<file path="src/rtl/router_rx_if.sv">
// Handshake and bus bundle between the router receive controller and its FIFOs, decap engine and arbiter.
// The master modport is the controller side; the slave modport is the surrounding datapath.
interface router_rx_if #(
  parameter int unsigned ADDR_WIDTH = 10
);
  logic                  rx_enable;
  logic                  empty_output_port_0;
  logic                  rd_output_port_0;
  logic                  start_decap_pkt;
  logic                  decap_done;
  logic [8:0]            header_pkt_recv;
  logic [ADDR_WIDTH-1:0] dst_addr_arbiter_recv;
  logic                  arbiter_write_req;
  logic                  arbiter_write_gnt;
  logic [ADDR_WIDTH-1:0] arbiter_dst_addr;
  logic                  we_output_port_0;
  logic                  we_output_port_1;
  logic                  full_output_port_1;
  logic [8:0]            header_fwd_o;
  logic [1:0]            control_crossbar;
  logic                  rx_done;
  logic                  rx_drop;

  modport master (
    input  rx_enable,
    input  empty_output_port_0,
    output rd_output_port_0,
    output start_decap_pkt,
    input  decap_done,
    input  header_pkt_recv,
    input  dst_addr_arbiter_recv,
    output arbiter_write_req,
    input  arbiter_write_gnt,
    output arbiter_dst_addr,
    output we_output_port_0,
    output we_output_port_1,
    input  full_output_port_1,
    output header_fwd_o,
    output control_crossbar,
    output rx_done,
    output rx_drop
  );

  modport slave (
    output rx_enable,
    output empty_output_port_0,
    input  rd_output_port_0,
    input  start_decap_pkt,
    output decap_done,
    output header_pkt_recv,
    output dst_addr_arbiter_recv,
    input  arbiter_write_req,
    output arbiter_write_gnt,
    input  arbiter_dst_addr,
    input  we_output_port_0,
    input  we_output_port_1,
    output full_output_port_1,
    input  header_fwd_o,
    input  control_crossbar,
    input  rx_done,
    input  rx_drop
  );
endinterface

</file>
<file path="src/rtl/router_rx_controller.sv">
// Receive-side packet controller: starts decap, classifies by destination/TTL and steers each
// payload beat to local memory, the forward port, or the bit bucket.
module router_rx_controller #(
  parameter int unsigned                     AURORA_DATA_WIDTH      = 64,
  parameter int unsigned                     ADDR_WIDTH             = 10,
  parameter int unsigned                     NUMBER_PACKET          = 19,
  parameter int unsigned                     RECOGNIZE_ROUTER_WIDTH = 2,
  parameter logic [RECOGNIZE_ROUTER_WIDTH-1:0] ROUTER_ID            = '0
) (
  input  logic          clk,
  input  logic          rst,
  router_rx_if.master   bus
);

  localparam int unsigned CNT_W     = (NUMBER_PACKET > 1) ? $clog2(NUMBER_PACKET) : 1;
  localparam logic [CNT_W-1:0] LAST_BEAT = CNT_W'(NUMBER_PACKET - 1);

  localparam logic [1:0] XBAR_IDLE  = 2'b00;
  localparam logic [1:0] XBAR_LOCAL = 2'b01;
  localparam logic [1:0] XBAR_FWD   = 2'b10;
  localparam logic [1:0] XBAR_DROP  = 2'b11;

  // Payload beats are carried outside this block; only a degenerate width is rejected here.
  if (AURORA_DATA_WIDTH == 0 || NUMBER_PACKET == 0) begin : g_bad_cfg
    $error("router_rx_controller: AURORA_DATA_WIDTH and NUMBER_PACKET must be non-zero");
  end

  typedef struct packed {
    logic [1:0] ttl;
    logic [1:0] dst;
    logic [1:0] src;
    logic [2:0] rsvd;
  } hdr_t;

  typedef enum logic [3:0] {
    S_IDLE,
    S_START_DECAP,
    S_WAIT_DECAP,
    S_CLASSIFY,
    S_WRITE_ARB,
    S_XFER_LOCAL,
    S_XFER_FWD,
    S_XFER_DROP,
    S_DONE
  } state_t;

  state_t                state_q, state_d;
  logic [CNT_W-1:0]      beat_q, beat_d;
  hdr_t                  hdr_q, hdr_d;
  logic [ADDR_WIDTH-1:0] addr_q, addr_d;
  logic [8:0]            hdr_fwd_q, hdr_fwd_d;
  logic [1:0]            xbar_q, xbar_d;
  logic                  start_q, start_d;
  logic                  req_q, req_d;
  logic                  done_q, done_d;
  logic                  drop_q, drop_d;

  logic                  xfer_c;
  logic                  rd_c;
  logic                  we0_c;
  logic                  we1_c;
  logic [1:0]            ttl_dec_c;

  assign ttl_dec_c = hdr_q.ttl - 2'd1;

  // Next-state, datapath latches and same-cycle transfer strobes.
  always_comb begin
    state_d   = state_q;
    beat_d    = beat_q;
    hdr_d     = hdr_q;
    addr_d    = addr_q;
    hdr_fwd_d = hdr_fwd_q;
    xbar_d    = xbar_q;
    start_d   = 1'b0;
    req_d     = 1'b0;
    done_d    = 1'b0;
    drop_d    = 1'b0;
    xfer_c    = 1'b0;
    rd_c      = 1'b0;
    we0_c     = 1'b0;
    we1_c     = 1'b0;

    unique case (state_q)
      S_IDLE: begin
        if (bus.rx_enable && !bus.empty_output_port_0) state_d = S_START_DECAP;
      end
      S_START_DECAP: state_d = S_WAIT_DECAP;
      S_WAIT_DECAP: begin
        if (bus.decap_done) begin
          hdr_d   = hdr_t'(bus.header_pkt_recv);
          addr_d  = bus.dst_addr_arbiter_recv;
          state_d = S_CLASSIFY;
        end
      end
      S_CLASSIFY: begin
        // Local delivery wins even when TTL has expired.
        if (hdr_q.dst == 2'(ROUTER_ID)) begin
          state_d = S_WRITE_ARB;
        end else if (hdr_q.ttl == 2'd0) begin
          state_d = S_XFER_DROP;
        end else begin
          state_d   = S_XFER_FWD;
          hdr_fwd_d = {ttl_dec_c, hdr_q.dst, hdr_q.src, hdr_q.rsvd};
        end
      end
      S_WRITE_ARB: begin
        if (bus.arbiter_write_gnt) state_d = S_XFER_LOCAL;
      end
      S_XFER_LOCAL: begin
        xfer_c = !bus.empty_output_port_0;
        rd_c   = xfer_c;
        we0_c  = xfer_c;
      end
      S_XFER_FWD: begin
        xfer_c = !bus.empty_output_port_0 && !bus.full_output_port_1;
        rd_c   = xfer_c;
        we1_c  = xfer_c;
      end
      S_XFER_DROP: begin
        xfer_c = !bus.empty_output_port_0;
        rd_c   = xfer_c;
      end
      S_DONE:  state_d = S_IDLE;
      default: state_d = S_IDLE;
    endcase

    if (xfer_c) begin
      if (beat_q == LAST_BEAT) begin
        beat_d  = '0;
        state_d = S_DONE;
      end else begin
        beat_d = beat_q + CNT_W'(1);
      end
    end

    // Registered outputs are decoded from the state being entered.
    start_d = (state_d == S_START_DECAP);
    req_d   = (state_d == S_WRITE_ARB);
    done_d  = (state_d == S_DONE) && (state_q == S_XFER_LOCAL || state_q == S_XFER_FWD);
    drop_d  = (state_d == S_DONE) && (state_q == S_XFER_DROP);

    unique case (state_d)
      S_XFER_LOCAL:   xbar_d = XBAR_LOCAL;
      S_XFER_FWD:     xbar_d = XBAR_FWD;
      S_XFER_DROP:    xbar_d = XBAR_DROP;
      S_IDLE, S_DONE: xbar_d = XBAR_IDLE;
      default:        xbar_d = xbar_q;
    endcase
  end

  always_ff @(posedge clk) begin
    if (rst) begin
      state_q   <= S_IDLE;
      beat_q    <= '0;
      hdr_q     <= '0;
      addr_q    <= '0;
      hdr_fwd_q <= '0;
      xbar_q    <= XBAR_IDLE;
      start_q   <= 1'b0;
      req_q     <= 1'b0;
      done_q    <= 1'b0;
      drop_q    <= 1'b0;
    end else begin
      state_q   <= state_d;
      beat_q    <= beat_d;
      hdr_q     <= hdr_d;
      addr_q    <= addr_d;
      hdr_fwd_q <= hdr_fwd_d;
      xbar_q    <= xbar_d;
      start_q   <= start_d;
      req_q     <= req_d;
      done_q    <= done_d;
      drop_q    <= drop_d;
    end
  end

  assign bus.rd_output_port_0  = rd_c;
  assign bus.we_output_port_0  = we0_c;
  assign bus.we_output_port_1  = we1_c;
  assign bus.start_decap_pkt   = start_q;
  assign bus.arbiter_write_req = req_q;
  assign bus.arbiter_dst_addr  = addr_q;
  assign bus.header_fwd_o      = hdr_fwd_q;
  assign bus.control_crossbar  = xbar_q;
  assign bus.rx_done           = done_q;
  assign bus.rx_drop           = drop_q;

endmodule

</file>
<file path="src/flat_wrapper.sv">
// flat-port wrapper written by rule: the top's interface ports become plain ports
module router_rx_controller_flat 
#(
  parameter int unsigned                     AURORA_DATA_WIDTH      = 64,
  parameter int unsigned                     ADDR_WIDTH             = 10,
  parameter int unsigned                     NUMBER_PACKET          = 19,
  parameter int unsigned                     RECOGNIZE_ROUTER_WIDTH = 2,
  parameter logic [RECOGNIZE_ROUTER_WIDTH-1:0] ROUTER_ID            = '0
)
  (clk, rst, bus_rx_enable, bus_empty_output_port_0, bus_rd_output_port_0, bus_start_decap_pkt, bus_decap_done, bus_header_pkt_recv, bus_dst_addr_arbiter_recv, bus_arbiter_write_req, bus_arbiter_write_gnt, bus_arbiter_dst_addr, bus_we_output_port_0, bus_we_output_port_1, bus_full_output_port_1, bus_header_fwd_o, bus_control_crossbar, bus_rx_done, bus_rx_drop);
  router_rx_if #(.ADDR_WIDTH(ADDR_WIDTH)) bus_i ();
  input  logic clk;
  input  logic rst;
  input wire logic [$bits(bus_i.rx_enable)-1:0] bus_rx_enable;
  input wire logic [$bits(bus_i.empty_output_port_0)-1:0] bus_empty_output_port_0;
  output wire logic [$bits(bus_i.rd_output_port_0)-1:0] bus_rd_output_port_0;
  output wire logic [$bits(bus_i.start_decap_pkt)-1:0] bus_start_decap_pkt;
  input wire logic [$bits(bus_i.decap_done)-1:0] bus_decap_done;
  input wire logic [$bits(bus_i.header_pkt_recv)-1:0] bus_header_pkt_recv;
  input wire logic [$bits(bus_i.dst_addr_arbiter_recv)-1:0] bus_dst_addr_arbiter_recv;
  output wire logic [$bits(bus_i.arbiter_write_req)-1:0] bus_arbiter_write_req;
  input wire logic [$bits(bus_i.arbiter_write_gnt)-1:0] bus_arbiter_write_gnt;
  output wire logic [$bits(bus_i.arbiter_dst_addr)-1:0] bus_arbiter_dst_addr;
  output wire logic [$bits(bus_i.we_output_port_0)-1:0] bus_we_output_port_0;
  output wire logic [$bits(bus_i.we_output_port_1)-1:0] bus_we_output_port_1;
  input wire logic [$bits(bus_i.full_output_port_1)-1:0] bus_full_output_port_1;
  output wire logic [$bits(bus_i.header_fwd_o)-1:0] bus_header_fwd_o;
  output wire logic [$bits(bus_i.control_crossbar)-1:0] bus_control_crossbar;
  output wire logic [$bits(bus_i.rx_done)-1:0] bus_rx_done;
  output wire logic [$bits(bus_i.rx_drop)-1:0] bus_rx_drop;
  assign bus_i.rx_enable = bus_rx_enable;
  assign bus_i.empty_output_port_0 = bus_empty_output_port_0;
  assign bus_rd_output_port_0 = bus_i.rd_output_port_0;
  assign bus_start_decap_pkt = bus_i.start_decap_pkt;
  assign bus_i.decap_done = bus_decap_done;
  assign bus_i.header_pkt_recv = bus_header_pkt_recv;
  assign bus_i.dst_addr_arbiter_recv = bus_dst_addr_arbiter_recv;
  assign bus_arbiter_write_req = bus_i.arbiter_write_req;
  assign bus_i.arbiter_write_gnt = bus_arbiter_write_gnt;
  assign bus_arbiter_dst_addr = bus_i.arbiter_dst_addr;
  assign bus_we_output_port_0 = bus_i.we_output_port_0;
  assign bus_we_output_port_1 = bus_i.we_output_port_1;
  assign bus_i.full_output_port_1 = bus_full_output_port_1;
  assign bus_header_fwd_o = bus_i.header_fwd_o;
  assign bus_control_crossbar = bus_i.control_crossbar;
  assign bus_rx_done = bus_i.rx_done;
  assign bus_rx_drop = bus_i.rx_drop;
  router_rx_controller #(.AURORA_DATA_WIDTH(AURORA_DATA_WIDTH), .ADDR_WIDTH(ADDR_WIDTH), .NUMBER_PACKET(NUMBER_PACKET), .RECOGNIZE_ROUTER_WIDTH(RECOGNIZE_ROUTER_WIDTH), .ROUTER_ID(ROUTER_ID)) u_core (.clk(clk), .rst(rst), .bus(bus_i));
endmodule
</file>
<file path="config.mk">
export PLATFORM = sky130hd
export DESIGN_NAME = router_rx_controller_flat
export DESIGN_NICKNAME = d
export VERILOG_FILES = /design/src/rtl/router_rx_if.sv /design/src/rtl/router_rx_controller.sv /design/src/flat_wrapper.sv
export SDC_FILE = /design/constraint.sdc
export NUM_CORES = 1
export LEC_CHECK = 0
export CORE_UTILIZATION = 42
export DETAILED_ROUTE_END_ITERATION = 10
export PLACE_DENSITY = 0.75
export SYNTH_ARGS = -nofsm -noshare
export SYNTH_HDL_FRONTEND = slang
export SYNTH_SLANG_ARGS = --single-unit
</file>
<file path="constraint.sdc">
create_clock -name clk -period 1.6 [get_ports clk]
set_input_delay 0.16 -clock clk [delete_from_list [all_inputs] [get_ports clk]]
set_output_delay 0.16 -clock clk [all_outputs]
set_load 0.05 [all_outputs]
</file>
# Yosys cells after proc, flatten, opt, wreduce, memory -nomap -nowiden
# Index checks and enable logic that the tools add are counted.
# totals
elab_cells,61
output_inout_bits,28
in_bits,26
regBits,43
# classes
n_mux,13
addsub,2
n_eq_ne,14
bitwise,2
n_reduce_logical,17
# op_table
op,count
"4-bit by 3-bit equality test with 1-bit output, second input constant",8
4-bit two-way mux,6
4-bit one-hot mux with 6 select lines,1
"4-bit by 1-bit equality test with 1-bit output, second input constant",2
"4-bit by 2-bit equality test with 1-bit output, second input constant",2
4-bit zero test,2
2-bit one-hot mux with 4 select lines,1
"5-bit by 1-bit adder with 5-bit output, second input constant",1
"5-bit equality test, second input constant",1
5-bit two-way mux,1
"4-bit equality test, second input constant",1
1-bit logical AND,4
2-bit zero test,2
4-bit nonzero test,1
2-bit OR reduction,2
1-bit two-way mux,3
3-bit AND reduction,1
3-bit OR reduction,1
1-bit zero test,2
1-bit inverter,2
1-bit one-hot mux with 2 select lines,1
2-bit AND reduction,1
"2-bit by 1-bit subtractor with 2-bit output, second input constant",1
1-bit logical OR,1

# Depth between registers and ports, before layout
# depth
depth_word,9
depth_mapped,7
mapped_depth_nobuf,7

# Least setup slack after synthesis
# OpenSTA, ideal clock, no wires.
# synth_path
path_kind,flip-flop to flip-flop
start,register u_core.hdr_q[7] (netlist name)
end,"register u_core.xbar_q[0], in the netlist u_core.bus.control_crossbar[0]"
t_required_ps,1512
n_path_buf,0
setup_ps,88
arrival_time_ps,1497
slack_ps,14
synth_period_minus_slack_ps,1586
stages_incl_launch_ff,7
path_cell_list,dfxtp_1 inv_1 ha_1 or3b_1 o211a_1 or2_0 a311oi_2
# synth_via
elab_chain_len,9
word_cells_on_any_way,14
classes_between,4 x eq/ne; 6 x mux; 4 x reduce/logical
# synth_lines
item,line_no,text
"start, declared",router_rx_controller.sv:49,"hdr_t hdr_q, hdr_d;"
"start signal, assigned",router_rx_controller.sv:166,hdr_q <= hdr_d;
2-bit zero test *,router_rx_controller.sv:99,end else if (hdr_q.ttl == 2'd0) begin
1-bit two-way mux *,router_rx_controller.sv:99,
4-bit two-way mux *,router_rx_controller.sv:97,if (hdr_q.dst == 2'(ROUTER_ID)) begin
4-bit one-hot mux with 6 select lines *,router_rx_controller.sv:83,unique case (state_q)
4-bit two-way mux,router_rx_controller.sv:128,if (beat_q == LAST_BEAT) begin
4-bit two-way mux *,router_rx_controller.sv:127,if (xfer_c) begin
4-bit equality test or 4-bit zero test (tied branches),router_rx_controller.sv:142,unique case (state_d)
2-bit OR reduction,router_rx_controller.sv:142,
2-bit one-hot mux with 4 select lines or 4-bit nonzero test (tied branches),-,
"end signal, assigned",router_rx_controller.sv:169,xbar_q <= xbar_d;
"end, declared",router_rx_controller.sv:52,"logic [1:0] xbar_q, xbar_d;"
# Mark *: on every way between the ends. The rest lies on a longest branch, timed or not.
# A chain may end at the register's enable or synchronous reset.

# Worst setup path in the final report
# layout_path
start,register u_core.hdr_q[8] (netlist name)
end,"register u_core.xbar_q[0], in the netlist u_core.bus.control_crossbar[0]"
# The elaborated chain is that of the path after synthesis.

==> results.md <==
- Setup violators final: 1
- Mapped cell area: approximately 1900 um2
- H-tree depth: 2
- Final non-filler cell total: 330
- Synth cell types: 46
- Synth Register Bits: 43
- Setup_tns: -0.004539 ns
- Initial antenna violation count: 0
- Fraction of layout cells with a size suffix above 1: a little under a third
- Dpl cells: 320
- YS warnings: 0
- FMAX: between 0.6 and 0.7 GHz
- Clock Sinks: 43
- Routed wire length: between 4000 and 5000 um
- Ys async rst share: 0%
- Pleak: between 1 and 1.5 nW
- Fill count: about 360
- Most common flop cell mapped by yosys: dfxtp_1
- Critical path's largest stage delay: ~0.37 ns
- CTS clk-pin slew, worst paths: ~0.08 ns
- Period minus WS final: 1.605 ns
- Port buffer count: between 50 and 60
- Worst-skew pair later-pin latency: around 0.30 ns
- Die area: roughly 4700 um2
- Overall power: between 2 and 2.5 mW
- Global placer's final weighted congestion: 0.8091
- TritonRoute pass-1 iters: 4
- Slew Limit Headroom: around two thirds
- Worst Path Max Fanout: 2
- Root Buffer: clkbuf_8
- First-pass GRT wire length: 6265 um
- EDFF count, synth: 0
- Vias: 1697
- Crit-path slowest cell: or3b_4
- Required time of the worst setup path: 1.81 ns
- Row cnt: 23
- Final period util: 100.3%
- Syn nets: ~240
- Initial Utilization: approximately 45%
- Largest net degree at the start of global routing: 29
- Hold Crit Class: primary input to flop
- DRC errors left: 0
- Crit path kind: flop to flop
- CTS Buf Count: 5
- Wire per inst: 12.49 um
- CTS max path bufs: 2
- RSZ-0062 raised after global routing: yes
- Worst path cell trace: inv_2 -> ha_4 -> or3b_4 -> o211a_1 -> or2_1 -> a311oi_2
- Routed Antenna Nets: 0
- Clock skew: around 0.0052 ns
- Final net count: just over 300
- Final worst slack: -0.004539 ns
- PwrDens: 759.6 nW/um2
- Worst Path Arrival: 1.81 ns
- Iter 0 DRT Violations: between 70 and 80
- Core area: just over 4000 um2
- Total gr overflow: 0
- CTS tree: yes
- GR Util All Layers: 18.25%
- Failing checks: negative setup slack
- VDD IR-drop max: just under 0.0006 V
- Average cell area after synthesis: ~9 um2
- Status: complete, but fails checks
- # IOs: 54
- HPWL Detailed: 2923 um
- DR vias/cell: around 5
- Slew Viols, Final: 0
- Die height: 68.92 um
- Vias in the first global route: between 1000 and 1500
- Final design utilization: around two thirds
- Seq/Total Area, Yosys: 45.78%
- Mapped Cells: between 200 and 250
- Area growth, synth to finish: 44.78%
- Worst setup SP type: flop
- Slew @ Worst Pin: between 0.5 and 0.6 ns
- Max cap viols: 0
- Worst Setup End Kind: flop
- Die Span X: just under 70 um
- Fin. Hold Viols: 0
- Antenna diodes: 0
-- layout make-up --
class / count / area, um2 / area share (%)
repair buffers: 75 / 705.7 / 25.92
clock buffers: 6 / 72.57 / 2.665
flip-flops and latches: 43 / 870.8 / 31.99
multi-input cells: 148 / 975.9 / 35.85
inverters: 6 / 22.52 / 0.8272
well taps: 50 / 62.56 / 2.298
clock inverters: 2 / 12.51 / 0.4596
-- layout by cell type (no fill, tap or decap), types with 3 or more instances in the layout --
cell type,Yosys,final
buf_4,2,43
nand2_1,40,40
dfxtp_1,43,37
clkdlybuf4s50_1,0,25
a21oi_1,22,22
nor2_1,19,19
mux2i_1,7,7
buf_12,0,6
o211ai_1,5,5
clkbuf_8,0,5
dfxtp_2,0,5
inv_2,1,3
inv_1,5,3
nand2b_1,3,3
xor2_1,3,3
-- state kept, by name, indices dropped and copies added, names as in the netlist --
| name | flops |
|---|---|
| u_core.bus.arbiter_dst_addr | 10 |
| u_core.bus.header_fwd_o | 9 |
| u_core.hdr_q | 9 |
| u_core.beat_q | 5 |
| u_core.state_q | 4 |
| u_core.bus.control_crossbar | 2 |
| u_core.bus.arbiter_write_req | 1 |
| u_core.bus.rx_done | 1 |
| u_core.bus.rx_drop | 1 |
| u_core.bus.start_decap_pkt | 1 |
-- timing repair --
item,4_1_cts,5_1_grt
pin swaps,2,0
gates cloned,0,0
gates resized for setup,14,7
buffers inserted,2,0
hold buffers,0,0
endpoints found under the hold margin,0,0
endpoints found under the setup margin,6,16
-- synth_stat cells (2+ instances only) --
master      n  area [um2]
nor4_1      2       12.51
nor2b_1     3       18.77
buf_4       2       15.01
o211ai_1    5       37.54
xor2_1      3       26.28
o21ai_1     2       10.01
nand2b_1    3       18.77
buf_2       7       35.03
ha_1        3       37.54
mux2i_1     7       70.07
o211ai_2    2       25.02
a21oi_1    22       110.1
or2_2       2       12.51
o2111ai_1   2       17.52
nand3_1     2       10.01
nand4bb_1   2       22.52
and2_1      2       12.51
nand2_1    40       150.1
xnor2_1     2       17.52
a211oi_2    2       25.02
o21a_1      2       15.01
and3b_1     2       17.52
nor2_1     19       71.32
or3b_1      2       17.52
dfxtp_1    43       860.8
inv_1       5       18.77
clkbuf_1    3       11.26
-- layer usage --
layer / vias up / part of all wire [%] / track usage, %
met5: - / 0 / 0
met4: 0 / 1.6 / 7.653
met3: 6 / 5.4 / 5.263
met2: 41 / 47 / 29.61
met1: 792 / 46 / 22.43
li1: 858 / - / -
-- cell families after synthesis --
logic type / after synthesis / share of synthesized area [%]
muxes: 7 / 3.726
buffers and inverters: 19 / 5.056
xor gates and xnor gates: 5 / 2.329
DFF: 43 / 45.78
AOI/OAI and AO/OA: 44 / 16.43
and+or+nand+nor: 89 / 24.68
adders and majority gates: 3 / 1.996
-- final timing paths --
path | to | slack [ns] | startpoint | depth (start not counted)
worst min register to register | u_core.bus.arbiter_dst_addr[5]$_SDFFE_PP0P_ | 0.46 | u_core.bus.arbiter_dst_addr[5]$_SDFFE_PP0P_ | 2
worst max register to register | u_core.bus.control_crossbar[0]$_SDFFE_PP0P_ | -0.005 | u_core.hdr_q[8]$_SDFFE_PP0P_ | 6
worst min-delay path | u_core.bus.arbiter_dst_addr[7]$_SDFFE_PP0P_ | 0.40 | bus_dst_addr_arbiter_recv[7] | 3
worst max-delay path | u_core.bus.control_crossbar[0]$_SDFFE_PP0P_ | -0.005 | u_core.hdr_q[8]$_SDFFE_PP0P_ | 6
-- where the power goes --
group	switching, mW	internal (mW)	total (mW)
sequential	0.0239	1.09	1.12
combinational	0.135	0.146	0.281
clock	0.367	0.305	0.672
total	0.526	1.54	2.07
-- critical path, delay by kind of cell (launching register included) --
kind,cells,cell delay [ns]
adders and majority gates,1,0.12
DFF,1,0.33
AOI/OAI and AO/OA,2,0.42
buffers and inverters,1,0.06
and+or+nand+nor,2,0.59
-- metrics by stage --
step / area [um2] / hold WS (ns) / setup slack [ns]
finish: 2723 / 0.4017 / -0.004539
global route: 2723 / 0.4102 / -0.07845
CTS: 2688 / 0.4030 / -0.01476
detailed placement: 2559 / 0.4484 / -0.04036
global placement: 2559 / 0.4425 / -0.01923
floorplan: 1881 / 0.2960 / 0.01440
(Power assumes the default switching activity.)
